$ cat config.mk
export PLATFORM = sky130hd
export DESIGN_NAME = mby_gcm_deque_sched
export DESIGN_NICKNAME = d
export VERILOG_FILES = /design/src/rtl/mby_gmm_pkg.sv /design/src/rtl/mby_gcm_deq_fifo.sv /design/src/rtl/mby_gcm_deque_sched.sv
export SDC_FILE = /design/constraint.sdc
export NUM_CORES = 2
export LEC_CHECK = 0
export CAP_MARGIN = 20
export CORE_MARGIN = 2
export CORE_UTILIZATION = 60
export DETAILED_ROUTE_END_ITERATION = 12
export PLACE_DENSITY = 0.8
export SLEW_MARGIN = 5
export SYNTH_ARGS = -nofsm -noshare
export SYNTH_HDL_FRONTEND = slang
export SYNTH_SLANG_ARGS = --single-unit
$ cat constraint.sdc
create_clock -name cclk -period 17.85 [get_ports cclk]
set_clock_uncertainty 0.2 [all_clocks]
set_input_delay 5.355 -clock cclk [delete_from_list [all_inputs] [get_ports cclk]]
set_output_delay 5.355 -clock cclk [all_outputs]
set_load 0.1 [all_outputs]
$ cat src/rtl/mby_gmm_pkg.sv
`default_nettype none
// ============================================================================
// Module : mby_gmm_pkg
// Desc   : Shared types and constants for the GCM dequeue scheduler.
// Rev    : 1.0  initial release
// ============================================================================
package mby_gmm_pkg;

  localparam int MBY_MAX_NUM_MGP     = 8;
  localparam int MBY_GCM_DEQ_PORT_W  = 6;
  localparam int MBY_GCM_DEQ_CNT_W   = 8;
  localparam int MBY_GCM_DEQ_NUM_REQ = 2 * MBY_MAX_NUM_MGP + 1;
  localparam int MBY_GCM_DEQ_VP_REQ  = MBY_GCM_DEQ_NUM_REQ - 1;

  typedef struct packed {
    logic [MBY_GCM_DEQ_PORT_W-1:0] port;
    logic [MBY_GCM_DEQ_CNT_W-1:0]  cnt;
  } mby_gcm_deq_evt_t;

  // Requester numbering: left MGP i -> 2i, right MGP i -> 2i+1, VP last.
  function automatic int mby_gcm_left_req(input int mgp);
    return 2 * mgp;
  endfunction

  function automatic int mby_gcm_right_req(input int mgp);
    return 2 * mgp + 1;
  endfunction

endpackage
`default_nettype wire

$ cat src/rtl/mby_gcm_deq_fifo.sv
`default_nettype none
// ============================================================================
// Module : mby_gcm_deq_fifo
// Desc   : DEPTH-entry flop FIFO holding dequeue events of one requester.
// Rev    : 1.0  initial release
// ============================================================================
module mby_gcm_deq_fifo #(
  parameter int DEPTH = 4,
  parameter int W     = 14
) (
  input  logic         clk,
  input  logic         rst,
  input  logic         i_push,
  input  logic         i_pop,
  input  logic [W-1:0] i_din,
  output logic [W-1:0] o_dout,
  output logic         o_full,
  output logic         o_empty
);

  localparam int c_AW = $clog2(DEPTH);

  logic [W-1:0]    r_mem [DEPTH];
  logic [c_AW-1:0] r_wr_ptr;
  logic [c_AW-1:0] r_rd_ptr;
  logic [c_AW:0]   r_count;

  // Storage carries no reset; the pointers alone define validity.
  always_ff @(posedge clk) begin
    if (i_push) begin
      r_mem[r_wr_ptr] <= i_din;
    end
  end

  always_ff @(posedge clk) begin
    if (rst) begin
      r_wr_ptr <= '0;
      r_rd_ptr <= '0;
      r_count  <= '0;
    end else begin
      if (i_push) r_wr_ptr <= r_wr_ptr + c_AW'(1);
      if (i_pop)  r_rd_ptr <= r_rd_ptr + c_AW'(1);
      case ({i_push, i_pop})
        2'b10:   r_count <= r_count + (c_AW+1)'(1);
        2'b01:   r_count <= r_count - (c_AW+1)'(1);
        default: r_count <= r_count;
      endcase
    end
  end

  assign o_dout  = r_mem[r_rd_ptr];
  assign o_full  = (r_count == (c_AW+1)'(DEPTH));
  assign o_empty = (r_count == '0);

endmodule
`default_nettype wire

$ cat src/rtl/mby_gcm_deque_sched.sv
`default_nettype none
// ============================================================================
// Module : mby_gcm_deque_sched
// Desc   : Round-robin merge of per-requester dequeue FIFOs into one output
//          register. Define MBY_GCM_DEQ_STATS_EN for drop/grant counters.
// Rev    : 1.0  initial release
// ============================================================================
module mby_gcm_deque_sched
  import mby_gmm_pkg::*;
#(
  parameter int NUM_REQ = MBY_GCM_DEQ_NUM_REQ,
  parameter int DEPTH   = 4,
  parameter int PORT_W  = MBY_GCM_DEQ_PORT_W,
  parameter int CNT_W   = MBY_GCM_DEQ_CNT_W,
  parameter int REQ_W   = (NUM_REQ > 1) ? $clog2(NUM_REQ) : 1
) (
  input  logic                      cclk,
  input  logic                      reset,
  input  logic [NUM_REQ-1:0]        deq_valid,
  input  logic [NUM_REQ*PORT_W-1:0] deq_port,
  input  logic [NUM_REQ*CNT_W-1:0]  deq_cnt,
  output logic                      out_valid,
  input  logic                      out_ready,
  output logic [REQ_W-1:0]          out_req,
  output logic [PORT_W-1:0]         out_port,
  output logic [CNT_W-1:0]          out_cnt,
  output logic [NUM_REQ-1:0]        ovf_sticky,
  input  logic [NUM_REQ-1:0]        ovf_clr
`ifdef MBY_GCM_DEQ_STATS_EN
  ,
  output logic [15:0]               drop_total,
  output logic [31:0]               grant_total
`endif
);

  localparam int c_EVT_W = PORT_W + CNT_W;

  logic [NUM_REQ-1:0] w_full;
  logic [NUM_REQ-1:0] w_empty;
  logic [NUM_REQ-1:0] w_push;
  logic [NUM_REQ-1:0] w_pop;
  logic [NUM_REQ-1:0] w_drop;
  logic [c_EVT_W-1:0] w_dout [NUM_REQ];

  logic               w_load;
  logic               w_found;
  logic               w_grant;
  logic [REQ_W-1:0]   w_win;
  logic [REQ_W:0]     w_sum;

  logic               r_valid;
  logic [REQ_W-1:0]   r_req;
  logic [c_EVT_W-1:0] r_evt;
  logic [REQ_W-1:0]   r_rr_ptr;
  logic [NUM_REQ-1:0] r_ovf;

  assign w_load  = ~r_valid | out_ready;
  assign w_grant = w_load & w_found;

  // A pop frees a slot in the same cycle, so a full FIFO being granted can still take a push.
  generate
    for (genvar r = 0; r < NUM_REQ; r++) begin : g_fifo
      assign w_pop[r]  = w_grant && (w_win == REQ_W'(r));
      assign w_push[r] = deq_valid[r] & (~w_full[r] | w_pop[r]);
      assign w_drop[r] = deq_valid[r] & w_full[r] & ~w_pop[r];

      mby_gcm_deq_fifo #(
        .DEPTH (DEPTH),
        .W     (c_EVT_W)
      ) u_fifo (
        .clk     (cclk),
        .rst     (reset),
        .i_push  (w_push[r]),
        .i_pop   (w_pop[r]),
        .i_din   ({deq_port[r*PORT_W +: PORT_W], deq_cnt[r*CNT_W +: CNT_W]}),
        .o_dout  (w_dout[r]),
        .o_full  (w_full[r]),
        .o_empty (w_empty[r])
      );
    end
  endgenerate

  // Search starts at r_rr_ptr; empty flags are registered, so same-cycle pushes never win.
  always_comb begin
    w_found = 1'b0;
    w_win   = '0;
    w_sum   = '0;
    for (int i = 0; i < NUM_REQ; i++) begin
      w_sum = {1'b0, r_rr_ptr} + (REQ_W+1)'(i);
      if (w_sum >= (REQ_W+1)'(NUM_REQ)) begin
        w_sum = w_sum - (REQ_W+1)'(NUM_REQ);
      end
      if (!w_found && !w_empty[w_sum[REQ_W-1:0]]) begin
        w_found = 1'b1;
        w_win   = w_sum[REQ_W-1:0];
      end
    end
  end

  always_ff @(posedge cclk) begin
    if (reset) begin
      r_valid  <= 1'b0;
      r_req    <= '0;
      r_evt    <= '0;
      r_rr_ptr <= '0;
      r_ovf    <= '0;
    end else begin
      if (w_load) begin
        r_valid <= w_found;
      end
      if (w_grant) begin
        r_req    <= w_win;
        r_evt    <= w_dout[w_win];
        r_rr_ptr <= (w_win == REQ_W'(NUM_REQ - 1)) ? '0 : w_win + REQ_W'(1);
      end
      r_ovf <= (r_ovf & ~ovf_clr) | w_drop;
    end
  end

  assign out_valid  = r_valid;
  assign out_req    = r_req;
  assign out_port   = r_evt[c_EVT_W-1:CNT_W];
  assign out_cnt    = r_evt[CNT_W-1:0];
  assign ovf_sticky = r_ovf;

`ifdef MBY_GCM_DEQ_STATS_EN
  logic [15:0] r_drop_total;
  logic [31:0] r_grant_total;
  logic [16:0] w_drop_sum;

  assign w_drop_sum = {1'b0, r_drop_total} + 17'($countones(w_drop));

  always_ff @(posedge cclk) begin
    if (reset) begin
      r_drop_total  <= '0;
      r_grant_total <= '0;
    end else begin
      r_drop_total <= w_drop_sum[16] ? 16'hFFFF : w_drop_sum[15:0];
      if (w_grant) begin
        r_grant_total <= r_grant_total + 32'd1;
      end
    end
  end

  assign drop_total  = r_drop_total;
  assign grant_total = r_grant_total;
`endif

endmodule
`default_nettype wire
==> out/results.ini <==
[place]
dpl_cell_area_um2=60260
hpwl_um=115900
globalplace.congestion=1.049
port_buffers=311

[setup_path]
critPathMaxFanout=99
crit_path_cell_trace=buf_4 > buf_4 > ha_1 > nand3_1 > a32oi_1 > mux4_2 > nor3b_1 > or4b_1 > nand4_2 > or4_4 > or3_1 > o211ai_2 > o21a_4 > buf_12 > a31oi_1 > nor2_1 > inv_1 > ha_1 > inv_1 > fa_1 > xor2_1 > or3_1 > a21oi_1
critical_path.endpoint_type=flop
critical_path_required_ps=18250
cp-start-kind=flop
crit_path_top_delay_cell=a32oi_1
crit_buf_inv=5
worstPathArrival_ps=9880
crit_family=simple AND/OR/NAND/NOR gates
cp-startpoint=r_rr_ptr[0]$_SDFFE_PP0P_
rr_endpoint=g_fifo[9].u_fifo.r_count[2]$_SDFFE_PP0P_
max_stage_delay_ps=910
ff2ff_path_depth=23
reg2reg_from=r_rr_ptr[0]$_SDFFE_PP0P_
critPathKind=flop to flop
r2r_slack_ps=8370

[cells_and_area]
fin_nets=4773
syn_to_final_growth_pct=14.05
drive_above_1_share_pct=14.65
fillers=6106
fin_area_um2=63940

[synthesis]
synth_cell_types=131
synthSimpleGateAreaFrac_pct=9.334
synth_area_um2=56060
synth_fa_ha_area_share_pct=3.062
synth-compound-area-share_pct=10.84
syn_nets=4510
synthFlopType=edfxtp_1
synth_mux_area_share_pct=13.59
synth_top_area_share_pct=50.99
ys_ff_latch=1147
async_flop_share_pct=0
yosysSeqAreaShare_pct=57.96
synthXorXnorAreaFrac_pct=2.091
yosysWarningCount=0
avgSynthCellArea_um2=13.65
synth_top_area_cell=edfxtp_1
synthCells=4108
netlist_top_cells_area=edfxtp_1 51%, mux4_2 10%, dfxtp_1 7.0%
yosysMostFrequentCell=edfxtp_1
synth_top_family_by_area=multiplexers
yosys-top-cells-count=952 x edfxtp_1, 287 x nor2_1, 251 x mux4_2
synth_edf_count=952

[grt]
grt_pass1_vias=37780
grt_max_degree=100
use_met1_pct=45.95
use_met3_pct=8.819
grt_overflow_total=0
grt_usage_pct=34.95
grt_pass1_wl_um=245700
use_met2_pct=54.71
grt.busiest_layer=met2
grt_antenna_before_repair=15

[drt]
wl_per_cell_um=29.47
via_per_inst=6.792
drt-total-wl_um=168800
drt_iter0_drc=5329
firstDrtPassIters=7
vias=38910
drc_errors=0
antenna_left=0

[sta]
rsz0062_at_grt=no
layout_min_cycle_time_ps=9483
hold_viol=0
finalSetupTns_ps=0
maxSlewHeadroom_pct=14.77
period_share_pct=53.13
final_max_slew_viol_count=0
worstMarginPinSlew_ps=1246
max_freq_mhz=105.4
setup_viol_count_final=0

[hold_path]
hp-start=out_req[4]$_SDFFE_PP0P_
hold-path-endpoint=out_req[4]$_SDFFE_PP0P_
min_path_cells=2
hold_path_class=flop to flop

[floorplanning]
dieArea_um2=95900
core_area_um2=92910
num_io_pins=312
fp.dieW_um=309.7
rows=112
start_util_pct=60.34
die_y_um=309.7

[clock_tree]
cts_buffers=108
cts_buffer_depth=3
clk_root_buffer_cell=clkbuf_16
cts.htree.levels=3
clock-sinks=1147
clk_latency_ps=710
cts_tree=built
cts-hold-fix-buffers=0
post_cts_buffers=0
cts-resized-gates=0
clkSlewWorstSetupHoldPaths_ps=70

[run]
cap_violations=0

[outcome]
status=completed

==> sequential cells by signal, summed over array words and instances, names as in the netlist, named ones only <==
name and cells:
ovf_sticky 17, r_evt 14, out_req 5, g_fifo.u_fifo.r_count 51, out_valid 1, g_fifo.u_fifo.r_mem 952, g_fifo.u_fifo.r_rd_ptr 34, g_fifo.u_fifo.r_wr_ptr 34
r_rr_ptr 5
==> layout by cell type (no fill, tap or decap), types with 16 or more instances in the layout <==
master / n
clkbuf_1: 26
mux4_2: 251
xor2_1: 56
fa_1: 17
nor2b_1: 36
a21oi_1: 210
clkdlybuf4s50_1: 308
o21ai_0: 152
nand2b_1: 30
nand4_1: 35
a22oi_1: 36
mux2i_1: 174
dfxtp_1: 192
o31ai_1: 22
ha_1: 109
xnor2_1: 58
and3_1: 92
or3_1: 48
mux2_2: 20
nand2_1: 185
o22ai_1: 22
edfxtp_1: 952
a21o_1: 16
clkinv_2: 26
a2111oi_0: 17
a211oi_1: 45
o211ai_1: 28
nor2_1: 286
nor3_1: 63
buf_4: 77
and2_1: 19
inv_1: 151
clkbuf_16: 108
a31o_2: 20
nand3_1: 113
a31oi_1: 36
==> through the flow <==
step                cells  worst slack, ps  hold slack (ps)  utilization [%]
CTS                  5717             8567            261.3            68.75
global route         5725             8010            333.8            68.80
finish               5729             8367            264.8            68.81
floorplan            4108             9798            269.2                -
global placement     5513             8661            250.8            64.86
detailed placement   5513             8483            250.9            64.86
==> worst max path at each step <==
stage | to | slack (ps) | depth (start not counted)
after floorplan | g_fifo[0].u_fifo.r_count[2]$_SDFFE_PP0P_ | 9800 | 13
after global placement | g_fifo[6].u_fifo.r_count[2]$_SDFFE_PP0P_ | 8660 | 13
after detailed placement | g_fifo[6].u_fifo.r_count[2]$_SDFFE_PP0P_ | 8480 | 13
after CTS | g_fifo[13].u_fifo.r_count[2]$_SDFFE_PP0P_ | 8570 | 21
after global routing | g_fifo[13].u_fifo.r_count[2]$_SDFFE_PP0P_ | 8010 | 21
final | g_fifo[9].u_fifo.r_count[2]$_SDFFE_PP0P_ | 8370 | 23
==> cell families (layout without fill, tap and decap cells) <==
| logic type | after synthesis | count (layout) |
|---|---|---|
| flops | 1147 | 1147 |
| simple gates | 1017 | 1017 |
| compound gates | 861 | 861 |
| mux | 445 | 445 |
| buf+inv | 387 | 744 |
| fa+ha+maj | 127 | 127 |
| xor+xnor | 124 | 124 |
| other cells | 0 | 10 |
==> layer usage <==
metal  share of wire [%]  vias up
li1                    -    16640
met1                  37    19350
met2                  47     2368
met3                  11      544
met4                 5.5        8
met5               0.028        -
==> tightest hold or removal path: stages, from the launching register on <==
cell and delay, ps:
dfxtp_1 310, nand2_1 50, a21oi_1 50
==> cell type report <==
class                   instances  area (um^2)  share of cell area [%]
clock inverters                63        721.9                   1.129
inverters                     152        570.5                  0.8924
multi-input cells            2574        21930                   34.31
clock buffers                 141         2897                   4.530
repair buffers                388         3720                   5.818
flip-flops and latches       1147        32500                   50.83
well taps                    1254         1569                   2.454
diodes                         10        25.02                 0.03914
Power is left out: the tool's default activity adds up to more than one toggle a clock period on the data nets, which glitch-free logic cannot reach.
